===== config.mk =====
export PLATFORM = sky130hd
export DESIGN_NAME = uart_program_loader
export DESIGN_NICKNAME = d
export VERILOG_FILES = /design/src/rtl/loader_pkg.sv /design/src/rtl/uart_rx.sv /design/src/rtl/uart_program_loader.sv
export SDC_FILE = /design/constraint.sdc
export NUM_CORES = 1
export LEC_CHECK = 0
export BUFFER_PORTS_ARGS = -buffer_cell sky130_fd_sc_hd__buf_2
export CORE_MARGIN = 5
export CORE_UTILIZATION = 55
export CTS_CLUSTER_DIAMETER = 120
export DETAILED_ROUTE_END_ITERATION = 8
export HOLD_SLACK_MARGIN = 0.02
export PLACE_DENSITY = 0.77
export SYNTH_ARGS = -nofsm -noshare
export SYNTH_HDL_FRONTEND = slang
export SYNTH_SLANG_ARGS = --single-unit
export TNS_END_PERCENT = 10

===== constraint.sdc =====
create_clock -name clk -period 5.3 [get_ports clk]
set_input_delay 0 -clock clk [delete_from_list [all_inputs] [get_ports clk]]
set_output_delay 0 -clock clk [all_outputs]
set_load 0.005 [all_outputs]

===== src/rtl/loader_pkg.sv =====
// Shared types and constants for the UART program loader.
package loader_pkg;

  // Framing FSM states of the loader
  typedef enum logic [2:0] {
    IDLE,
    COUNT,
    HI,
    LO,
    WRITE,
    CHECK
  } loader_state_t;

  // Bit-level states of the UART receiver
  typedef enum logic [1:0] {
    RX_IDLE,
    RX_START,
    RX_DATA,
    RX_STOP
  } rx_state_t;

  localparam logic [7:0] SYNC_BYTE = 8'hA5;

  // A HI byte may only carry the word bits that sit above bit 7.
  function automatic logic hi_byte_legal(input logic [7:0] b, input int data_width);
    return (b >> (data_width - 8)) == 8'd0;
  endfunction

endpackage


===== src/rtl/uart_rx.sv =====
// 8N1 UART receiver: synchronised input, mid-bit sampling, glitch-filtered
// start bit, one-cycle byte_valid or frame_err pulse per character.
//
// state    | meaning
// RX_IDLE  | line idle, waiting for a falling edge
// RX_START | half-bit wait, start bit re-checked low
// RX_DATA  | sampling 8 data bits LSB first at mid-bit
// RX_STOP  | sampling the stop bit at mid-bit
module uart_rx
  import loader_pkg::*;
#(
  parameter int CLKS_PER_BIT = 16
) (
  input  logic       clk,
  input  logic       reset,
  input  logic       rx,
  output logic       byte_valid,
  output logic [7:0] byte_data,
  output logic       frame_err
);

  localparam int CNT_W = $clog2(CLKS_PER_BIT + 1);
  localparam logic [CNT_W-1:0] BIT_LOAD  = CNT_W'(CLKS_PER_BIT - 1);
  localparam logic [CNT_W-1:0] HALF_LOAD = CNT_W'(CLKS_PER_BIT / 2 - 1);

  rx_state_t        state;
  logic [CNT_W-1:0] cnt;
  logic [2:0]       bit_idx;
  logic [7:0]       shift;
  logic             rx_meta;
  logic             rx_sync;
  logic             rx_prev;

  // Synchronise rx, then walk start/data/stop with a mid-bit down-counter
  always_ff @(posedge clk) begin
    if (reset) begin
      state      <= RX_IDLE;
      cnt        <= '0;
      bit_idx    <= '0;
      shift      <= '0;
      byte_valid <= 1'b0;
      byte_data  <= '0;
      frame_err  <= 1'b0;
      rx_meta    <= 1'b1;
      rx_sync    <= 1'b1;
      rx_prev    <= 1'b1;
    end else begin
      rx_meta    <= rx;
      rx_sync    <= rx_meta;
      rx_prev    <= rx_sync;
      byte_valid <= 1'b0;
      frame_err  <= 1'b0;
      case (state)
        RX_IDLE: begin
          if (rx_prev && !rx_sync) begin
            state <= RX_START;
            cnt   <= HALF_LOAD;
          end
        end
        RX_START: begin
          if (cnt != '0) begin
            cnt <= cnt - CNT_W'(1);
          end else if (!rx_sync) begin
            state   <= RX_DATA;
            cnt     <= BIT_LOAD;
            bit_idx <= '0;
          end else begin
            // start bit did not hold low for half a bit: glitch
            state <= RX_IDLE;
          end
        end
        RX_DATA: begin
          if (cnt != '0) begin
            cnt <= cnt - CNT_W'(1);
          end else begin
            shift <= {rx_sync, shift[7:1]};
            cnt   <= BIT_LOAD;
            if (bit_idx == 3'd7) begin
              state <= RX_STOP;
            end else begin
              bit_idx <= bit_idx + 3'd1;
            end
          end
        end
        RX_STOP: begin
          if (cnt != '0) begin
            cnt <= cnt - CNT_W'(1);
          end else begin
            if (rx_sync) begin
              byte_valid <= 1'b1;
              byte_data  <= shift;
            end else begin
              frame_err <= 1'b1;
            end
            state <= RX_IDLE;
          end
        end
        default: state <= RX_IDLE;
      endcase
    end
  end

endmodule


===== src/rtl/uart_program_loader.sv =====
// Loads a framed program image from a UART line into the program memory
// write port, holding the core in reset until a complete image with a good
// checksum has been written.
//
// state | meaning
// IDLE  | waiting for the sync byte; other bytes and framing errors ignored
// COUNT | next byte is the word count N (0 = full memory)
// HI    | next byte is the upper part of a word
// LO    | next byte is the lower 8 bits of a word
// WRITE | one-cycle program memory write, advance address and count
// CHECK | next byte is the XOR checksum
module uart_program_loader
  import loader_pkg::*;
#(
  parameter int CLK_FREQ          = 50_000_000,
  parameter int BAUD              = 115_200,
  parameter int ADDR_WIDTH        = 8,
  parameter int INSTRUCTION_WIDTH = 4,
  parameter int DATA_WIDTH        = ADDR_WIDTH + INSTRUCTION_WIDTH,
  parameter int TIMEOUT_CYCLES    = 16 * CLK_FREQ / BAUD * 10
) (
  input  logic                  clk,
  input  logic                  reset,
  input  logic                  rx,
  output logic                  program_write,
  output logic [ADDR_WIDTH-1:0] program_address,
  output logic [DATA_WIDTH-1:0] program_cmd,
  output logic                  cpu_hold,
  output logic                  load_done,
  output logic                  load_error
);

  // DATA_WIDTH is expected to lie in 9..16 so a word always splits into a
  // non-empty HI part plus a full LO byte.
  localparam int CLKS_PER_BIT = CLK_FREQ / BAUD;
  localparam int HI_W         = DATA_WIDTH - 8;
  localparam int GAP_W        = $clog2(TIMEOUT_CYCLES + 1);
  localparam int REM_W        = (ADDR_WIDTH + 1 > 9) ? ADDR_WIDTH + 1 : 9;

  localparam logic [GAP_W-1:0] GAP_LOAD = GAP_W'(TIMEOUT_CYCLES - 1);
  localparam logic [REM_W-1:0] REM_FULL = REM_W'(2 ** ADDR_WIDTH);

  logic                  byte_valid;
  logic [7:0]            byte_data;
  logic                  frame_err;

  loader_state_t         state;
  logic [ADDR_WIDTH-1:0] addr;
  logic [REM_W-1:0]      remaining;
  logic [7:0]            checksum;
  logic [HI_W-1:0]       hi_part;
  logic [GAP_W-1:0]      gap_cnt;

  uart_rx #(
    .CLKS_PER_BIT(CLKS_PER_BIT)
  ) u_rx (
    .clk       (clk),
    .reset     (reset),
    .rx        (rx),
    .byte_valid(byte_valid),
    .byte_data (byte_data),
    .frame_err (frame_err)
  );

  // Framing FSM with byte-gap timeout, checksum and registered write port
  always_ff @(posedge clk) begin
    if (reset) begin
      state           <= IDLE;
      addr            <= '0;
      remaining       <= '0;
      checksum        <= '0;
      hi_part         <= '0;
      gap_cnt         <= '0;
      program_write   <= 1'b0;
      program_address <= '0;
      program_cmd     <= '0;
      cpu_hold        <= 1'b0;
      load_done       <= 1'b0;
      load_error      <= 1'b0;
    end else begin
      program_write <= 1'b0;

      // gap timer is frozen during the single WRITE cycle
      if (state != WRITE) begin
        if (byte_valid) begin
          gap_cnt <= GAP_LOAD;
        end else if (gap_cnt != '0) begin
          gap_cnt <= gap_cnt - GAP_W'(1);
        end
      end

      if (state != IDLE && frame_err) begin
        load_error <= 1'b1;
        state      <= IDLE;
      end else if (state != IDLE && state != WRITE && !byte_valid && gap_cnt == '0) begin
        load_error <= 1'b1;
        state      <= IDLE;
      end else begin
        case (state)
          IDLE: begin
            if (byte_valid && byte_data == SYNC_BYTE) begin
              load_done  <= 1'b0;
              load_error <= 1'b0;
              cpu_hold   <= 1'b1;
              checksum   <= '0;
              addr       <= '0;
              state      <= COUNT;
            end
          end
          COUNT: begin
            if (byte_valid) begin
              remaining <= (byte_data == 8'd0) ? REM_FULL : REM_W'(byte_data);
              checksum  <= checksum ^ byte_data;
              state     <= HI;
            end
          end
          HI: begin
            if (byte_valid) begin
              if (!hi_byte_legal(byte_data, DATA_WIDTH)) begin
                load_error <= 1'b1;
                state      <= IDLE;
              end else begin
                hi_part  <= byte_data[HI_W-1:0];
                checksum <= checksum ^ byte_data;
                state    <= LO;
              end
            end
          end
          LO: begin
            if (byte_valid) begin
              checksum        <= checksum ^ byte_data;
              program_write   <= 1'b1;
              program_address <= addr;
              program_cmd     <= {hi_part, byte_data};
              state           <= WRITE;
            end
          end
          WRITE: begin
            addr      <= addr + ADDR_WIDTH'(1);
            remaining <= remaining - REM_W'(1);
            state     <= (remaining == REM_W'(1)) ? CHECK : HI;
          end
          CHECK: begin
            if (byte_valid) begin
              if (byte_data == checksum) begin
                load_done <= 1'b1;
                cpu_hold  <= 1'b0;
              end else begin
                // cpu_hold stays set so a partial image never runs
                load_error <= 1'b1;
              end
              state <= IDLE;
            end
          end
          default: state <= IDLE;
        endcase
      end
    end
  end

endmodule

==> run summary <==
final WL = 11,400 um
Peak VDD IR = 232 uV
total number of vias = 4,568
FP Rows = 36
clk buf depth = 2
Mapped Nets = 654
post-route ant nets = 0
flops & latches, synth = 108
Yosys warnings = 0
DP Area = 0.00552 mm^2
latest clock arrival within the worst-skew pair = 0.39 ns
Area Overhead vs Synth = 5.60%
final hold viol count = 0
Pwr Total = 0.00221 W
TritonRoute pass-1 iters = 5
largest area contributor in the netlist = dfxtp_1
starting density of the core = 56.1%
synth top area cells = dfxtp_1 (40%), nand2_1 (5.3%), a21oi_1 (5.3%)
Die Span Y = 109 um
layout net count = 655
Tmin final = 2.35 ns
Fillers = 884
Cell Area, Synth = 0.00543 mm^2
Final Skew = 0.0217 ns
Lkg Pwr = 2.07 nW
global route overflow = 0
pin count of the biggest net entering global routing = 59
CORE AREA = 0.00968 mm^2
Final Instance Count excl. Fillers = 778
ant diodes = 0
Critical Path Start Type = flip-flop
die area = 0.0120 mm^2
Least-Margin Pin Slew = 1.20 ns
area of the multi-input gates = 0.00299 mm^2
share of cells above drive strength 1 = 11.8%
# clock sinks = 108
io pins = 27
crit end category = flip-flop
vias in the first global route = 4,170
Worst EP required = 5.56 ns
number of I/O port buffers = 26
Final Max Tran Viols = 0
Main synth FF type = dfxtp_1
setup TNS = 0 ns
first-pass GRT wire length = 19,300 um
max-cap violations = 0
status = completed
Die X-Extent = 109 um
Mapped Cells = 639
Final GP Congestion = 0.927
final setup violating endpoints = 0
P per Cell Area = 386 mW/mm^2
setup bufs post-CTS = 0
Avg Cell Area, Syn = 8.50 um^2
CP arrival = 2.60 ns
Total GRT Usage = 19.8%
Hold Crit Class = input port to flip-flop
post-cts resize count = 0
drt drc = 0
EDFF count, synth = 0
asr flop ratio synth = 0%
Tcrit/Tclk final = 44.3%
Synth cell types = 77
CTS tree = done
detailed placer's ending HPWL = 7980 um
WL per Instance = 14.7 um
initial antenna violation count = 0
placed cell count = 760
# H-tree levels = 3
via/cell ratio = 5.87
maximum clock frequency = 426 MHz
Initial DRC Count = 330
CP max FO = 17
storage element area = 0.00216 mm^2
Crit Path Class = flip-flop to flip-flop
Seq/Total Area, Yosys = 39.8%
Root Buffer = clkbuf_8
total CTS buffers = 9
RSZ-0062 raised after global routing = false
design area = 0.00574 mm^2
clk slew on worst S/H paths = 0.11 ns
Yosys top cell area share = 39.8%
Slew HR = 19.6%
==> layout make-up <==
cell class	count	share of cell area, %
Multi-Input combinational cell	475	52.1
Sequential cell	108	37.7
Tap cell	133	2.90
Timing Repair Buffer	29	2.70
Clock buffer	9	2.16
Clock inverter	7	1.31
Inverter	17	1.11
==> cell usage after synthesis (7+ instances only) <==
library cell / count
dfxtp_1: 108
nand2_1: 77
nor2_1: 66
a21oi_1: 57
o21ai_0: 24
nor3b_1: 20
nor3_1: 18
clkbuf_1: 17
inv_1: 17
mux2i_1: 17
xnor2_1: 15
nand3_1: 14
buf_2: 12
ha_1: 12
a31oi_1: 10
nand4_1: 9
a211o_1: 8
xor2_1: 8
nand2b_1: 7
nor4_1: 7
==> path summary, 6_finish.rpt <==
check          startpoint           end  slack (ns)  cells past startpoint
max              state[2]  remaining[6]        2.95                      5
min                 reset    hi_part[3]        0.09                      2
max reg2reg      state[2]  remaining[6]        2.95                      5
min reg2reg  u_rx.rx_meta  u_rx.rx_sync        0.43                      1
==> state kept, by name, summed over array words and instances (netlist names), 3 cells and up, named ones only <==
register and flops:
addr 8, remaining 9, u_rx.shift 8, hi_part 4, checksum 8, u_rx.bit_idx 3, gap_cnt 17, u_rx.byte_data 8
program_cmd 12, state 3, program_address 8, u_rx.cnt 9
==> worst max-delay path: stages, from the launching register on <==
cell	delay, ns
dfxtp_1	0.61
nor3b_2	1.03
nand2_1	0.17
o22a_1	0.23
o22ai_1	0.13
nor2_1	0.05
==> metrics by stage <==
step                      setup WS [ns]  hold slack, ns  util, %
final                              2.95          0.0870     59.2
after global routing               2.77           0.104     59.2
after CTS                          2.83          0.0727     59.2
after detailed placement           2.85           0.187     57.0
after global placement             2.95           0.188     57.0
after floorplan                    3.47           0.104        -
==> layout by cell type, fill, tap and decap left out, types with 17 or more instances in the layout <==
cell type	Yosys	layout
dfxtp_1	108	108
nand2_1	77	77
nor2_1	66	66
a21oi_1	57	57
buf_2	12	26
o21ai_0	24	24
nor3b_1	20	20
nor3_1	18	18
inv_1	17	17
mux2i_1	17	17
==> routing by layer <==
| layer | vias to the layer above | wire length, um | global-route usage (%) |
|---|---|---|---|
| li1 | 2270 | - | - |
| met2 | 100 | 5590 | 33.6 |
| met3 | 16 | 558 | 4.11 |
| met4 | 0 | 148 | 5.43 |
| met5 | - | 0 | 0 |
| met1 | 2182 | 5110 | 25.4 |
==> repair_timing <==
item,in CTS,in global routing
setup endpoints to repair,0,0
endpoints found under the hold margin,1,0
hold buffers,1,0
==> logic make-up (layout without fill, tap and decap cells) <==
logic type | Yosys count | in the layout | synth area share, %
AND/OR/NAND/NOR | 281 | 281 | 28.5
XOR/XNOR | 23 | 23 | 3.71
AO/OA/AOI/OAI | 142 | 142 | 16.9
adder cells (fa/ha/maj) | 12 | 12 | 2.76
multiplexers | 17 | 17 | 3.13
flip-flops | 108 | 108 | 39.8
buffers and inverters | 56 | 62 | 5.16
==> where the power goes <==
| group | internal (W) | total, W | switching (W) | leakage, nW |
|---|---|---|---|---|
| Sequential | 0.000890 | 0.000982 | 0.0000924 | 0.874 |
| Clock | 0.000185 | 0.000494 | 0.000309 | 0.0968 |
| Combinational | 0.000303 | 0.000735 | 0.000432 | 1.10 |
Power figures use the tool's default switching activity.
